===== config.mk =====
export PLATFORM = sky130hd
export DESIGN_NAME = specs_checker_bank_flat
export DESIGN_NICKNAME = d
export VERILOG_FILES = /design/src/rtl/specs_chk_pkg.sv /design/src/rtl/specs_checker_bank_if.sv /design/src/rtl/specs_chk_channel.sv /design/src/rtl/specs_checker_bank.sv /design/src/flat_wrapper.sv
export SDC_FILE = /design/constraint.sdc
export NUM_CORES = 1
export LEC_CHECK = 0
export BUFFER_PORTS_ARGS = -buffer_cell sky130_fd_sc_hd__clkbuf_2
export CAP_MARGIN = 20
export CORE_ASPECT_RATIO = 0.5
export CORE_MARGIN = 8
export CORE_UTILIZATION = 28
export DETAILED_ROUTE_END_ITERATION = 8
export PLACE_DENSITY = 0.45
export SETUP_SLACK_MARGIN = 0.05
export SLEW_MARGIN = 10
export SYNTH_ARGS = -nofsm -noshare
export SYNTH_HDL_FRONTEND = slang
export SYNTH_SLANG_ARGS = --single-unit

===== constraint.sdc =====
create_clock -name clk -period 8.3 [get_ports clk]
set_input_delay 0 -clock clk [delete_from_list [all_inputs] [get_ports clk]]
set_output_delay 0 -clock clk [all_outputs]
set_load 0.02 [all_outputs]

===== src/rtl/specs_chk_pkg.sv =====
// specs_chk_pkg: shared mode encoding, field widths and delay clamp for the checker bank
package specs_chk_pkg;
  localparam int MODE_W = 2;
  localparam int DLY_W = 4;
  typedef enum logic [MODE_W-1:0] {
    MODE_OFF     = 2'd0,
    MODE_ALWAYS  = 2'd1,
    MODE_ON_EDGE = 2'd2,
    MODE_NEXT    = 2'd3
  } mode_e;
  function automatic logic [DLY_W-1:0] clamp_dly(input logic [DLY_W-1:0] d, input int max_dly);
    return d == '0 ? DLY_W'(1) : (int'(d) > max_dly ? DLY_W'(max_dly) : d);
  endfunction
endpackage


===== src/rtl/specs_checker_bank_if.sv =====
// specs_checker_bank_if: channel configuration write bus
interface specs_checker_bank_if #(parameter int NUM_CHK = 16);
  import specs_chk_pkg::*;
  localparam int IDX_W = NUM_CHK > 1 ? $clog2(NUM_CHK) : 1;
  logic             cfg_we;
  logic [IDX_W-1:0] cfg_idx;
  mode_e            cfg_mode;
  logic [DLY_W-1:0] cfg_dly;
  modport master (output cfg_we, cfg_idx, cfg_mode, cfg_dly);
  modport slave  (input  cfg_we, cfg_idx, cfg_mode, cfg_dly);
endinterface


===== src/rtl/specs_chk_channel.sv =====
// specs_chk_channel: one property checker with mode, edge history, NEXT pending shift, counter and sticky flag
module specs_chk_channel import specs_chk_pkg::*; #(
  parameter int CNT_W   = 16,
  parameter int MAX_DLY = 7
) (
  input  logic             clk,
  input  logic             rst,
  input  logic             enable,
  input  logic             evt,
  input  logic             test_expr,
  input  logic             cfg_we,
  input  mode_e            cfg_mode,
  input  logic [DLY_W-1:0] cfg_dly,
  input  logic             clear,
  output logic             viol,
  output logic             fired,
  output logic             sticky,
  output logic [CNT_W-1:0] cnt
);
  mode_e              mode;
  logic [DLY_W-1:0]   dly;
  logic               prev_evt;
  logic [MAX_DLY-1:0] pend;
  logic [MAX_DLY-1:0] due;
  // pend[k] marks an obligation started k+1 enabled cycles ago
  assign due = pend & (MAX_DLY'(1) << (dly - DLY_W'(1)));
  assign viol = enable && !test_expr && (
    mode == MODE_ALWAYS  ? 1'b1 :
    mode == MODE_ON_EDGE ? evt && !prev_evt :
    mode == MODE_NEXT    ? |due : 1'b0);
  always_ff @(posedge clk) begin
    if (rst) begin
      mode     <= MODE_OFF;
      dly      <= DLY_W'(1);
      prev_evt <= 1'b0;
      pend     <= '0;
      fired    <= 1'b0;
      sticky   <= 1'b0;
      cnt      <= '0;
    end else begin
      fired  <= viol;
      sticky <= viol || (sticky && !clear);
      cnt    <= clear ? CNT_W'(viol) : (viol && cnt != '1 ? cnt + 1'b1 : cnt);
      if (cfg_we) begin
        mode     <= cfg_mode;
        dly      <= clamp_dly(cfg_dly, MAX_DLY);
        prev_evt <= 1'b0;
        pend     <= '0;
      end else if (enable) begin
        prev_evt <= evt;
        pend     <= mode == MODE_NEXT ? (pend << 1) | MAX_DLY'(evt) : '0;
      end
    end
  end
endmodule


===== src/rtl/specs_checker_bank.sv =====
// specs_checker_bank: bank of independent assertion checkers with counters and first-violation capture
module specs_checker_bank import specs_chk_pkg::*; #(
  parameter int NUM_CHK = 16,
  parameter int CNT_W   = 16,
  parameter int MAX_DLY = 7,
  localparam int IDX_W  = NUM_CHK > 1 ? $clog2(NUM_CHK) : 1
) (
  input  logic               clk,
  input  logic               rst,
  input  logic               enable,
  input  logic [NUM_CHK-1:0] evt,
  input  logic [NUM_CHK-1:0] test_expr,
  specs_checker_bank_if.slave cfg,
  input  logic               clear,
  input  logic [IDX_W-1:0]   rd_idx,
  output logic [NUM_CHK-1:0] fired,
  output logic [NUM_CHK-1:0] sticky,
  output logic [CNT_W-1:0]   rd_cnt,
  output logic               first_vld,
  output logic [IDX_W-1:0]   first_idx
);
  logic [NUM_CHK-1:0] viol;
  logic [CNT_W-1:0]   cnt [NUM_CHK];
  logic [IDX_W-1:0]   low;
  for (genvar i = 0; i < NUM_CHK; i++) begin : g_ch
    specs_chk_channel #(.CNT_W(CNT_W), .MAX_DLY(MAX_DLY)) u_ch (
      .clk       (clk),
      .rst       (rst),
      .enable    (enable),
      .evt       (evt[i]),
      .test_expr (test_expr[i]),
      .cfg_we    (cfg.cfg_we && cfg.cfg_idx == IDX_W'(i)),
      .cfg_mode  (cfg.cfg_mode),
      .cfg_dly   (cfg.cfg_dly),
      .clear     (clear),
      .viol      (viol[i]),
      .fired     (fired[i]),
      .sticky    (sticky[i]),
      .cnt       (cnt[i])
    );
  end
  always_comb begin
    low = '0;
    for (int k = NUM_CHK - 1; k >= 0; k--) if (viol[k]) low = IDX_W'(k);
  end
  // a violation in the clearing cycle re-arms the capture from that cycle
  always_ff @(posedge clk) begin
    if (rst) begin
      rd_cnt    <= '0;
      first_vld <= 1'b0;
      first_idx <= '0;
    end else begin
      rd_cnt <= {1'b0, rd_idx} < (IDX_W + 1)'(NUM_CHK) ? cnt[rd_idx] : '0;
      if (|viol && (!first_vld || clear)) begin
        first_vld <= 1'b1;
        first_idx <= low;
      end else if (clear) begin
        first_vld <= 1'b0;
        first_idx <= '0;
      end
    end
  end
endmodule


===== src/flat_wrapper.sv =====
// flat-port wrapper written by rule: the top's interface ports become plain ports
module specs_checker_bank_flat import specs_chk_pkg::*;
#(
  parameter int NUM_CHK = 16,
  parameter int CNT_W   = 16,
  parameter int MAX_DLY = 7,
  localparam int IDX_W  = NUM_CHK > 1 ? $clog2(NUM_CHK) : 1
)
  (clk, rst, enable, evt, test_expr, clear, rd_idx, fired, sticky, rd_cnt, first_vld, first_idx, cfg_cfg_we, cfg_cfg_idx, cfg_cfg_mode, cfg_cfg_dly);
  specs_checker_bank_if #(.NUM_CHK(NUM_CHK)) cfg_i ();
  input  logic clk;
  input  logic rst;
  input  logic enable;
  input  logic [NUM_CHK-1:0] evt;
  input  logic [NUM_CHK-1:0] test_expr;
  input  logic clear;
  input  logic [IDX_W-1:0] rd_idx;
  output logic [NUM_CHK-1:0] fired;
  output logic [NUM_CHK-1:0] sticky;
  output logic [CNT_W-1:0] rd_cnt;
  output logic first_vld;
  output logic [IDX_W-1:0] first_idx;
  input wire logic [$bits(cfg_i.cfg_we)-1:0] cfg_cfg_we;
  input wire logic [$bits(cfg_i.cfg_idx)-1:0] cfg_cfg_idx;
  input wire logic [$bits(cfg_i.cfg_mode)-1:0] cfg_cfg_mode;
  input wire logic [$bits(cfg_i.cfg_dly)-1:0] cfg_cfg_dly;
  assign cfg_i.cfg_we = cfg_cfg_we;
  assign cfg_i.cfg_idx = cfg_cfg_idx;
  assign cfg_i.cfg_mode = cfg_cfg_mode;
  assign cfg_i.cfg_dly = cfg_cfg_dly;
  specs_checker_bank #(.NUM_CHK(NUM_CHK), .CNT_W(CNT_W), .MAX_DLY(MAX_DLY)) u_core (.clk(clk), .rst(rst), .enable(enable), .evt(evt), .test_expr(test_expr), .cfg(cfg_i), .clear(clear), .rd_idx(rd_idx), .fired(fired), .sticky(sticky), .rd_cnt(rd_cnt), .first_vld(first_vld), .first_idx(first_idx));
endmodule

==> results of run 1 <==
==> final cells by class <==
| cell class | instances | area share |
|---|---|---|
| inverter | 46 | 0.00609 |
| antenna | 1 | 0.0000870 |
| tap | 1200 | 0.0522 |
| multi-input combinational | 2088 | 0.473 |
| sequential | 533 | 0.371 |
| timing repair buffer | 154 | 0.0347 |
| clock buffer | 73 | 0.0544 |
| clock inverter | 23 | 0.00826 |
==> synthesized netlist by cell type, types with 29 or more instances <==
master    count  area (um^2)
nand3_1     212         1060
nor2b_1      29          181
nor2_1      378         1420
buf_4        33          248
a211oi_1     48          360
nand4_1      61          382
mux4_2       81         1820
xor2_1      138         1210
nor3_1       47          235
ha_1         30          375
and3_1       38          238
xnor2_1      60          526
a21oi_1     182          911
nand2_1     307         1150
or3_1        41          257
inv_1        45          169
and2_1       54          338
mux2i_1      72          721
dfxtp_1     533        10700
clkbuf_1    126          473
o21ai_0      64          320
==> sequential cells by signal, summed over array words and instances (netlist names) <==
| signal | cells |
|---|---|
| u_core.g_ch.u_ch.sticky | 16 |
| u_core.g_ch.u_ch.cnt | 256 |
| u_core.rd_cnt | 16 |
| u_core.first_vld | 1 |
| u_core.g_ch.u_ch.fired | 16 |
| u_core.g_ch.u_ch.pend | 112 |
| u_core.g_ch.u_ch.mode | 32 |
| u_core.g_ch.u_ch.dly | 64 |
| u_core.g_ch.u_ch.prev_evt | 16 |
| u_core.first_idx | 4 |
==> layer usage <==
metal / track usage / wire length, um / vias up / share of wire
li1: - / - / 10105 / -
met1: 0.203 / 36300 / 9823 / 0.49
met2: 0.220 / 32100 / 351 / 0.44
met3: 0.0211 / 3270 / 92 / 0.045
met4: 0.0365 / 1760 / 0 / 0.024
met5: 0 / 0 / - / 0
==> cell families after synthesis <==
logic type / Yosys count / synth area share
buf+inv: 229 / 0.0399
fa+ha+maj: 30 / 0.0149
xor+xnor: 198 / 0.0686
flops: 533 / 0.422
mux: 172 / 0.110
simple gates: 1269 / 0.242
compound gates: 419 / 0.103
==> final timing paths <==
check        cells past startpoint  slack, ns                                        to
max                             11       4.88          u_core.first_idx[0]$_SDFFE_PP0P_
min                              5       0.03  u_core.g_ch[13].u_ch.cnt[1]$_SDFFE_PP0P_
max reg2reg                     10       4.99          u_core.first_idx[0]$_SDFFE_PP0P_
min reg2reg                      2       0.44   u_core.g_ch[2].u_ch.dly[3]$_SDFFE_PP0P_
==> metrics by stage <==
stage / hold WS (ns) / power (mW)
after global routing: 0.0616 / 5.58
after global placement: 0.271 / 2.87
after CTS: 0.00721 / 5.46
after detailed placement: 0.284 / 2.87
after floorplan: 0.147 / 2.79
final: 0.0348 / 5.37
==> cell usage in the layout (no fill, tap or decap), types with 55 or more instances in the layout <==
cell type and count:
a21oi_1 182, clkbuf_16 55, clkbuf_2 99, dfxtp_1 533
mux2i_1 72, mux4_2 81, nand2_1 307, nand3_1 212
nand4_1 61, nor2_1 375, o21ai_0 64, xnor2_1 60
xor2_1 138
==> where the power goes <==
group / total, mW / internal [mW] / switching (mW)
Clock: 2.54 / 1.44 / 1.10
Sequential: 2.59 / 2.57 / 0.0155
Combinational: 0.235 / 0.0744 / 0.160
Total: 5.37 / 4.09 / 1.28
==> what timing repair did <==
action,CTS,global route
resized for setup,0,0
hold buffers,31,0
endpoints found under the hold margin,142,0
==> worst reg2reg max path: cells and delay by family (launching register included) <==
kind | cells | cell delay (ns)
simple gates | 3 | 0.59
flops | 1 | 0.42
fa+ha+maj | 1 | 0.35
compound gates | 5 | 1.51
mux | 1 | 0.35
==> flow_summary.ini, run 1 <==
[synth]
syn-num-nets = 2931
ys_ff_latch = 533
seq_area_frac_synth = 0.422
ys_types = 81
synth.avg_cell_area_um2 = 8.87
synth_top_flop_cell = dfxtp_1
async_flop_share = 0
synth_edf_count = 0
netlist_area_um2 = 25300
netlist_instances = 2850
ys.warnings.count = 0

[min_path]
hold_start = test_expr[13]
min_path_type = primary input to flip-flop

[detailed_routing]
wl_per_cell_um = 17.8
ant_nets = 0
route.detailed.drc = 0
drt_wl_total_um = 73400
vias = 20371
via_per_inst = 4.95
drt_iter0_drc = 1504
dr.pass1.iters = 5

[die]
core_um2 = 90100
ioPinCount = 104
die_w_um = 441
dieArea_um2 = 101000
initial_core_util = 0.281
die_h_um = 228
placementRows = 78

[sta]
finalMaxSlewViolations = 0
skew_ns = 0.0196
fin_crit_ns = 3.42
slew_headroom = 0.307
tightest_slew_ns = 1.04
max_freq_ghz = 0.292
period_share = 0.412
tns_ns = 0
hold_viol_final = 0
finalWorstSetupSlack_ns = 4.88
rsz0062_at_grt = false
finalSetupViolCount = 0

[cells_and_area]
fin_util = 0.319
seq_area_um2 = 10700
multi_input_area_um2 = 13600
nets = 2957
area_delta_synth_final_pct = 13.8
drive_gt1_frac = 0.118
stdcell_count = 4118
fill_cells = 9375
postLayoutCellArea_um2 = 28800

[setup_path]
cp_num_buf_inv = 4
r2r_start = u_core.g_ch[13].u_ch.dly[1]$_SDFFE_PP0P_
endpoint_kind = flip-flop
path_max_fanout = 73
cp_common_cell = buf_4
path_delay_family = buffers and inverters
crit_chain = dlygate4sd3_1 > buf_4 > inv_4 > buf_4 > nor2_1 > and4b_1 > a22oi_2 > nand4b_1 > o41ai_4 > nand3_1 > o41ai_1
slowest_delay_ns = 0.72
crit_required_ns = 8.81
crit_path_start_kind = primary input
arrival_ns = 3.93
crit_start = enable
path_class = primary input to flip-flop
slowest_stage = buf_4

[grt]
grtUsageTotal = 0.141
overflow = 0
grt_pass1_wl_um = 114000
grt_pass1_vias = 19377
antenna_found_initial = 5
grt_max_degree = 97

[clock_network]
cts_root_buffer = clkbuf_16
htree_levels = 2
clkLatencyLatePin_ns = 0.61
cts_setup_buffers = 0
cts_tree = yes
clkSinkCount = 533
clk_path_buf_depth = 3
clk_pin_slew_worst_paths_ns = 0.06
cts_made_buffers = 53

[placement]
hpwl_um = 51200
dp.cells = 3989
place.gp.congestion = 0.792
port-buffer-count = 103
place_area_um2 = 26600
dpl_worst_slack_ns = 4.80

[job]
drv_cap = 0

[power_and_ir_drop]
p_leak_nw = 9.91
power_density_nw_per_um2 = 187
ir_drop_uv = 133

[run_status]
status = completed
Note: power is estimated with default switching activity, not from simulation.
==> run 2: changes to the inputs <==
--- a/config.mk
+++ b/config.mk
@@ -5,6 +5,7 @@
 export SDC_FILE = /design/constraint.sdc
 export NUM_CORES = 1
 export LEC_CHECK = 0
+export ABC_AREA = 1
 export BUFFER_PORTS_ARGS = -buffer_cell sky130_fd_sc_hd__clkbuf_2
 export CAP_MARGIN = 20
 export CORE_ASPECT_RATIO = 0.5
==> constraint.sdc (replaced) <==
create_clock -name clk -period 3.4 [get_ports clk]
set_input_delay 0 -clock clk [delete_from_list [all_inputs] [get_ports clk]]
set_output_delay 0 -clock clk [all_outputs]
set_load 0.02 [all_outputs]
==> flow_summary.ini, run 2 <==
[run_status]
status = completed

[setup_path]
cp_num_buf_inv = 0
r2r-end = u_core.g_ch[2].u_ch.cnt[13]$_SDFFE_PP0P_
arrival_ns = 3.48
crit_required_ns = 3.92
rrSetupSlack_ns = 0.44
path_max_fanout = 6
cp_common_cell = nand2_1
reg2reg_depth = 17
path_delay_family = simple AND/OR/NAND/NOR gates
slowest_delay_ns = 0.42
r2r_start = u_core.g_ch[2].u_ch.dly[1]$_SDFFE_PP0P_
path_class = flip-flop to flip-flop
crit_path_start_kind = flip-flop
slowest_stage = dfxtp_1
endpoint_kind = flip-flop
crit_chain = nor2_1 > ha_1 > nand2_1 > o211ai_1 > nand2_1 > nand3_1 > nand2_1 > nand2_1 > a21boi_2 > nand2_2 > or2_4 > nor2_4 > nand4_2 > nor2_1 > nand2_1 > o21ai_1 > a21oi_1

[cells_and_area]
stdcell_count = 5097
postLayoutCellArea_um2 = 30000
largest-register = u_core.g_ch.u_ch.cnt
fill_cells = 10046
drive_gt1_frac = 0.0864
largestRegisters = u_core.g_ch.u_ch.cnt (256), u_core.g_ch.u_ch.pend (112), u_core.g_ch.u_ch.dly (64)
nets = 3884
largest_reg_flops = 256
multi_input_area_um2 = 12700
seq_area_um2 = 10700
final_cell_mix = dfxtp_1 (533), nand2_1 (522), inv_1 (492), o21ai_0 (477), a21oi_1 (435)
area_delta_synth_final_pct = 15.0
final_common_cell = dfxtp_1

[sta]
skew_ns = 0.0220
max_freq_ghz = 0.337
finalWorstSetupSlack_ns = 0.436
fin_crit_ns = 2.96
finalMaxSlewViolations = 0
holdWs_ns = 0.00183
finalSetupViolCount = 0
tightest_slew_ns = 1.15
rsz0062_at_grt = false
tns_ns = 0
period_share = 0.872
hold_viol_final = 0
slew_headroom = 0.234

[clock_network]
clkLatencyLatePin_ns = 0.63
cts_tree = yes
clk_pin_slew_worst_paths_ns = 0.06
clkSinkCount = 533
cts_made_buffers = 56
cts_root_buffer = clkbuf_16
cts_setup_buffers = 0
htree_levels = 2
clk_path_buf_depth = 3

[job]
drv_cap = 0

[power_and_ir_drop]
power_density_nw_per_um2 = 451
power_frac_seq = 0.473
clkPwrFrac = 0.458
combPwrFrac = 0.069
p_sw_mw = 3.34
p_leak_nw = 10.6
sw_frac_of_total = 0.247
ir_drop_uv = 340
p_int_mw = 10.2

[placement]
hpwl_um = 57300
place_area_um2 = 27700
dp.cells = 4961
dpl_worst_slack_ns = 0.347
place.gp.congestion = 0.844
port-buffer-count = 103

[synth]
ys_ff_latch = 533
netlist_area_um2 = 26100
netlist_instances = 3738
seq_area_frac_synth = 0.409
synthTopCellsByCount = dfxtp_1 (533), nand2_1 (523), inv_1 (494)
synth.avg_cell_area_um2 = 6.97
synth.largest_area_cell = dfxtp_1
synth_edf_count = 0
ys_types = 57
async_flop_share = 0
synth_simple_gate_area_share = 0.246
ys.warnings.count = 0
synth_top_cell_area_share = 0.409
synthTopCellsByArea = dfxtp_1 (41%), o21ai_0 (9.2%), a21oi_1 (8.4%), nand2_1 (7.5%), inv_1 (7.1%)
synth.most_common_cell = dfxtp_1
synth_top_family_by_area = simple AND/OR/NAND/NOR gates
synth_xor_area_frac = 0.00974
synth.mux.area_fraction = 0
synth_top_flop_cell = dfxtp_1
syn-num-nets = 3819
synth_fa_ha_area_frac = 0.0144
synth_compound_area_frac = 0.217

[detailed_routing]
route.detailed.drc = 0
drt_iter0_drc = 1619
drt_wl_total_um = 80400
ant_nets = 0
wl_per_cell_um = 15.8
vias = 24255
dr.pass1.iters = 5
via_per_inst = 4.76

[grt]
grt_pass1_vias = 22576
overflow = 0
grt_pass1_wl_um = 126000
grtUsageTotal = 0.149
antenna_found_initial = 4
grt_max_degree = 144

[min_path]
min_path_type = primary input to flip-flop
hold_start = test_expr[8]
hold_depth = 6
worstHoldEndpoint = u_core.g_ch[8].u_ch.cnt[12]$_SDFFE_PP0P_

[die]
ioPinCount = 104
die_w_um = 448
placementRows = 79
die_h_um = 232
initial_core_util = 0.281
dieArea_um2 = 104000
core_um2 = 92600
run 2: worst max path at each step:
stage                                            startpoint                                        to  slack [ns]  cells after the start
global route        u_core.g_ch[3].u_ch.dly[1]$_SDFFE_PP0P_  u_core.g_ch[3].u_ch.cnt[15]$_SDFFE_PP0P_        0.07                     18
finish              u_core.g_ch[2].u_ch.dly[1]$_SDFFE_PP0P_  u_core.g_ch[2].u_ch.cnt[13]$_SDFFE_PP0P_        0.44                     17
global placement    u_core.g_ch[7].u_ch.dly[1]$_SDFFE_PP0P_   u_core.g_ch[7].u_ch.cnt[9]$_SDFFE_PP0P_        0.40                     18
detailed placement  u_core.g_ch[7].u_ch.dly[1]$_SDFFE_PP0P_   u_core.g_ch[7].u_ch.cnt[9]$_SDFFE_PP0P_        0.35                     18
CTS                 u_core.g_ch[7].u_ch.dly[1]$_SDFFE_PP0P_   u_core.g_ch[7].u_ch.cnt[9]$_SDFFE_PP0P_        0.33                     18
floorplan           u_core.g_ch[2].u_ch.dly[1]$_SDFFE_PP0P_  u_core.g_ch[2].u_ch.cnt[15]$_SDFFE_PP0P_        0.99                     16
run 2: logic make-up (layout without fill, tap and decap cells):
kind of cell / after synthesis / in the layout
AO/OA/AOI/OAI: 1054 / 1054
XOR/XNOR: 29 / 29
adder cells (fa/ha/maj): 30 / 30
buffers and inverters: 682 / 785
flip-flops: 533 / 533
other: 0 / 1
AND/OR/NAND/NOR: 1410 / 1410
run 2: per-layer routing:
metal / track usage / up-vias / routed length (um)
met5: 0 / - / 23
met4: 0.0415 / 4 / 2060
met3: 0.0212 / 110 / 3710
met2: 0.241 / 434 / 36000
met1: 0.206 / 11172 / 38600
li1: - / 12535 / -
run 2: stage by stage:
stage,util,total power [mW]
CTS,0.323,13.8
detailed placement,0.299,7.44
global route,0.324,14.1
finish,0.324,13.5
floorplan,-,7.09
global placement,0.299,7.44
run 2: what timing repair did:
item                                    CTS  global route
hold endpoints to repair                139             0
hold buffers                             38             0
endpoints found under the setup margin    0             4
gates resized for setup                   0             3
run 2: worst min-delay path, cell delays in order:
cell	delay (ns)
clkbuf_2	0.11
a211oi_1	0.05
a21boi_4	0.17
nand3b_1	0.11
xor2_1	0.07
nor2_1	0.07
run 2: layout make-up:
| cell class | instances | area share |
|---|---|---|
| inverters | 515 | 0.0647 |
| diodes | 1 | 0.0000835 |
| clock buffers | 87 | 0.0584 |
| repair buffers | 174 | 0.0416 |
| flip-flops and latches | 533 | 0.356 |
| well taps | 1255 | 0.0524 |
| clock inverters | 9 | 0.00234 |
| multi-input cells | 2523 | 0.424 |
run 2: power groups by stage:
stage | clock (mW) | combinational, mW | sequential [mW]
floorplan | 0 | 0.552 | 6.54
global placement | 0 | 0.904 | 6.53
detailed placement | 0 | 0.906 | 6.53
CTS | 6.42 | 0.944 | 6.39
global route | 6.68 | 1.04 | 6.40
finish | 6.20 | 0.937 | 6.39
==> run 3: changes to the inputs <==
--- a/config.mk
+++ b/config.mk
@@ -17,4 +17,5 @@
 export SLEW_MARGIN = 10
 export SYNTH_ARGS = -nofsm -noshare
 export SYNTH_HDL_FRONTEND = slang
+export SYNTH_HIERARCHICAL = 1
 export SYNTH_SLANG_ARGS = --single-unit
==> flow_summary.ini, run 3 <==
[die]
ioPinCount = 104
die_w_um = 479
initial_core_util = 0.281
core_um2 = 107000
dieArea_um2 = 119000
die_h_um = 248
placementRows = 85

[sta]
finalMaxSlewViolations = 0
period_share = 0.798
tns_ns = 0
fin_crit_ns = 2.71
slew_headroom = 0.353
finalSetupViolCount = 0
hold_viol_final = 0
rsz0062_at_grt = false
max_freq_ghz = 0.369
tightest_slew_ns = 0.970
skew_ns = 0.0234

[detailed_routing]
via_per_inst = 4.94
drt_iter0_drc = 2466
wl_per_cell_um = 17.8
dr.pass1.iters = 8
top_layer_used = met4
drt_wl_total_um = 106000
route.detailed.drc = 0
ant_nets = 0
vias = 29386
drt-met1-wl_um = 52800
wl_met2_um = 45300
met3_wirelength_um = 4820

[placement]
place.gp.congestion = 0.899
hpwl_um = 78000
place_area_um2 = 31900
port-buffer-count = 103

[min_path]
hold_start = test_expr[3]
worstHoldEndpoint = u_core/g_ch[3].u_ch/fired$_SDFF_PP0_
hold_depth = 5
min_path_type = primary input to flip-flop

[clock_network]
clk_path_buf_depth = 3
cts_tree = yes
cts_made_buffers = 57
cts_root_buffer = clkbuf_16
post_cts_resized = 0
hold_buffers = 49
clkSinkCount = 533
clk_pin_slew_worst_paths_ns = 0.06
cts_setup_buffers = 0
clkLatencyLatePin_ns = 0.64
htree_levels = 2

[synth]
ys.warnings.count = 6
synth.avg_cell_area_um2 = 6.88
ys_types = 41
synthTopCellsByCount = nand2_1 (970), dfxtp_1 (533), nor2_1 (494)
ys_ff_latch = 533
netlist_area_um2 = 30000
synth_edf_count = 0
synth.largest_area_cell = dfxtp_1
synth_top_cell_area_share = 0.355
seq_area_frac_synth = 0.355
async_flop_share = 0
synth_top_flop_cell = dfxtp_1
synth.most_common_cell = nand2_1
synthTopCellsByArea = dfxtp_1 (36%), nand2_1 (12%), nor2_1 (6.2%), inv_1 (5.5%), nand4_1 (4.7%)
syn-num-nets = 4429
netlist_instances = 4362

[grt]
grt_max_degree = 129
antenna_found_initial = 4
grtUsageTotal = 0.172
grt_pass1_wl_um = 164000
grt_pass1_vias = 27471
overflow = 0

[cells_and_area]
multi_input_area_um2 = 16400
final_cell_mix = nand2_1 (970), dfxtp_1 (533), nor2_1 (494), inv_1 (438), a21oi_1 (275)
final_common_cell = nand2_1
largest-register = u_core/g_ch.u_ch/cnt
fill_cells = 11791
largest_reg_flops = 256
nets = 4532
drive_gt1_frac = 0.121
area_delta_synth_final_pct = 14.4
seq_area_um2 = 10700
largestRegisters = u_core/g_ch.u_ch/cnt (256), u_core/g_ch.u_ch/pend (112), u_core/g_ch.u_ch/dly (64)
postLayoutCellArea_um2 = 34400

[power_and_ir_drop]
power_frac_seq = 0.451
combPwrFrac = 0.080
p_sw_mw = 3.66
clkPwrFrac = 0.469
power_density_nw_per_um2 = 414
total_power_mw = 14.2
ir_drop_uv = 355
p_leak_nw = 12.9
sw_frac_of_total = 0.257
p_int_mw = 10.6

[setup_path]
arrival_ns = 3.28
r2r_start = u_core/g_ch[4].u_ch/dly[1]$_SDFFE_PP0P_
endpoint_kind = flip-flop
reg2reg_depth = 17
cp_common_cell = nand2_1
path_class = flip-flop to flip-flop
crit_required_ns = 3.97
rrSetupSlack_ns = 0.69
crit_chain = inv_2 > nand2_1 > nand3_1 > nand2_1 > nand2_1 > nand3_1 > nand2_1 > nand2_1 > inv_2 > nor2_1 > nand3_1 > nand3b_1 > o21ai_2 > inv_2 > nor2_4 > a41oi_1 > nor3_1
crit_path_start_kind = flip-flop
r2r-end = u_core/first_idx[3]$_SDFFE_PP0P_
path_max_fanout = 13
slowest_stage = dfxtp_1
slowest_delay_ns = 0.39

[run_status]
status = completed

[job]
drv_cap = 0
## run 3: metrics by stage
| step | hold slack [ns] | utilization | setup slack (ns) | instances |
|---|---|---|---|---|
| floorplan | 0.0691 | - | 1.50 | 4362 |
| global placement | 0.289 | 0.298 | 0.744 | 5792 |
| detailed placement | 0.290 | 0.298 | 0.674 | 5792 |
| CTS | 0.0138 | 0.321 | 0.656 | 5946 |
| global route | 0.0513 | 0.321 | 0.357 | 5948 |
| finish | 0.0644 | 0.321 | 0.687 | 5948 |
## run 3: power by group through the flow
stage | logic (mW) | clock network (mW) | registers (mW)
after floorplan | 0.643 | 0 | 6.56
after global placement | 1.08 | 0 | 6.56
after detailed placement | 1.08 | 0 | 6.56
after CTS | 1.13 | 6.89 | 6.42
after global routing | 1.24 | 7.18 | 6.43
final | 1.13 | 6.68 | 6.42
## run 3: how the worst max path moves through the flow
stage / slack [ns] / from / endpoint / cells past startpoint
after global placement: 0.74 / u_core/g_ch[4].u_ch/dly[1]$_SDFFE_PP0P_ / u_core/first_idx[0]$_SDFFE_PP0P_ / 17
after global routing: 0.36 / u_core/g_ch[4].u_ch/dly[1]$_SDFFE_PP0P_ / u_core/first_idx[3]$_SDFFE_PP0P_ / 17
after CTS: 0.66 / u_core/g_ch[4].u_ch/dly[1]$_SDFFE_PP0P_ / u_core/first_idx[3]$_SDFFE_PP0P_ / 17
final: 0.69 / u_core/g_ch[4].u_ch/dly[1]$_SDFFE_PP0P_ / u_core/first_idx[3]$_SDFFE_PP0P_ / 17
after floorplan: 1.50 / u_core/g_ch[14].u_ch/dly[1]$_SDFFE_PP0P_ / u_core/first_idx[0]$_SDFFE_PP0P_ / 18
after detailed placement: 0.67 / u_core/g_ch[4].u_ch/dly[1]$_SDFFE_PP0P_ / u_core/first_idx[3]$_SDFFE_PP0P_ / 17
## run 3: area by class of cell
cell class / instances / area share
inverters: 506 / 0.0554
clock buffers: 83 / 0.0491
multi-input cells: 3143 / 0.478
repair buffers: 224 / 0.0467
flip-flops and latches: 533 / 0.311
clock inverters: 22 / 0.00808
well taps: 1435 / 0.0523
diodes: 2 / 0.000146
## run 3: metal layers
metal / GRT usage / up-vias
li1: - / 14620
met1: 0.251 / 13962
met2: 0.265 / 665
met3: 0.0203 / 139
met4: 0.0472 / 0
met5: 0 / -
## run 3: critical path: cells and delay by family (launching register included)
family | cells | cell delay, ns
AO/OA/AOI/OAI | 2 | 0.16
buffers and inverters | 3 | 0.24
AND/OR/NAND/NOR | 12 | 1.82
flip-flops | 1 | 0.39
## run 3: logic make-up after synthesis
| family | share of synthesized area |
|---|---|
| DFF | 0.355 |
| adders and majority gates | 0.00667 |
| and+or+nand+nor | 0.320 |
| xor gates and xnor gates | 0.0607 |
| buffers and inverters | 0.0978 |
| AOI/OAI and AO/OA | 0.159 |
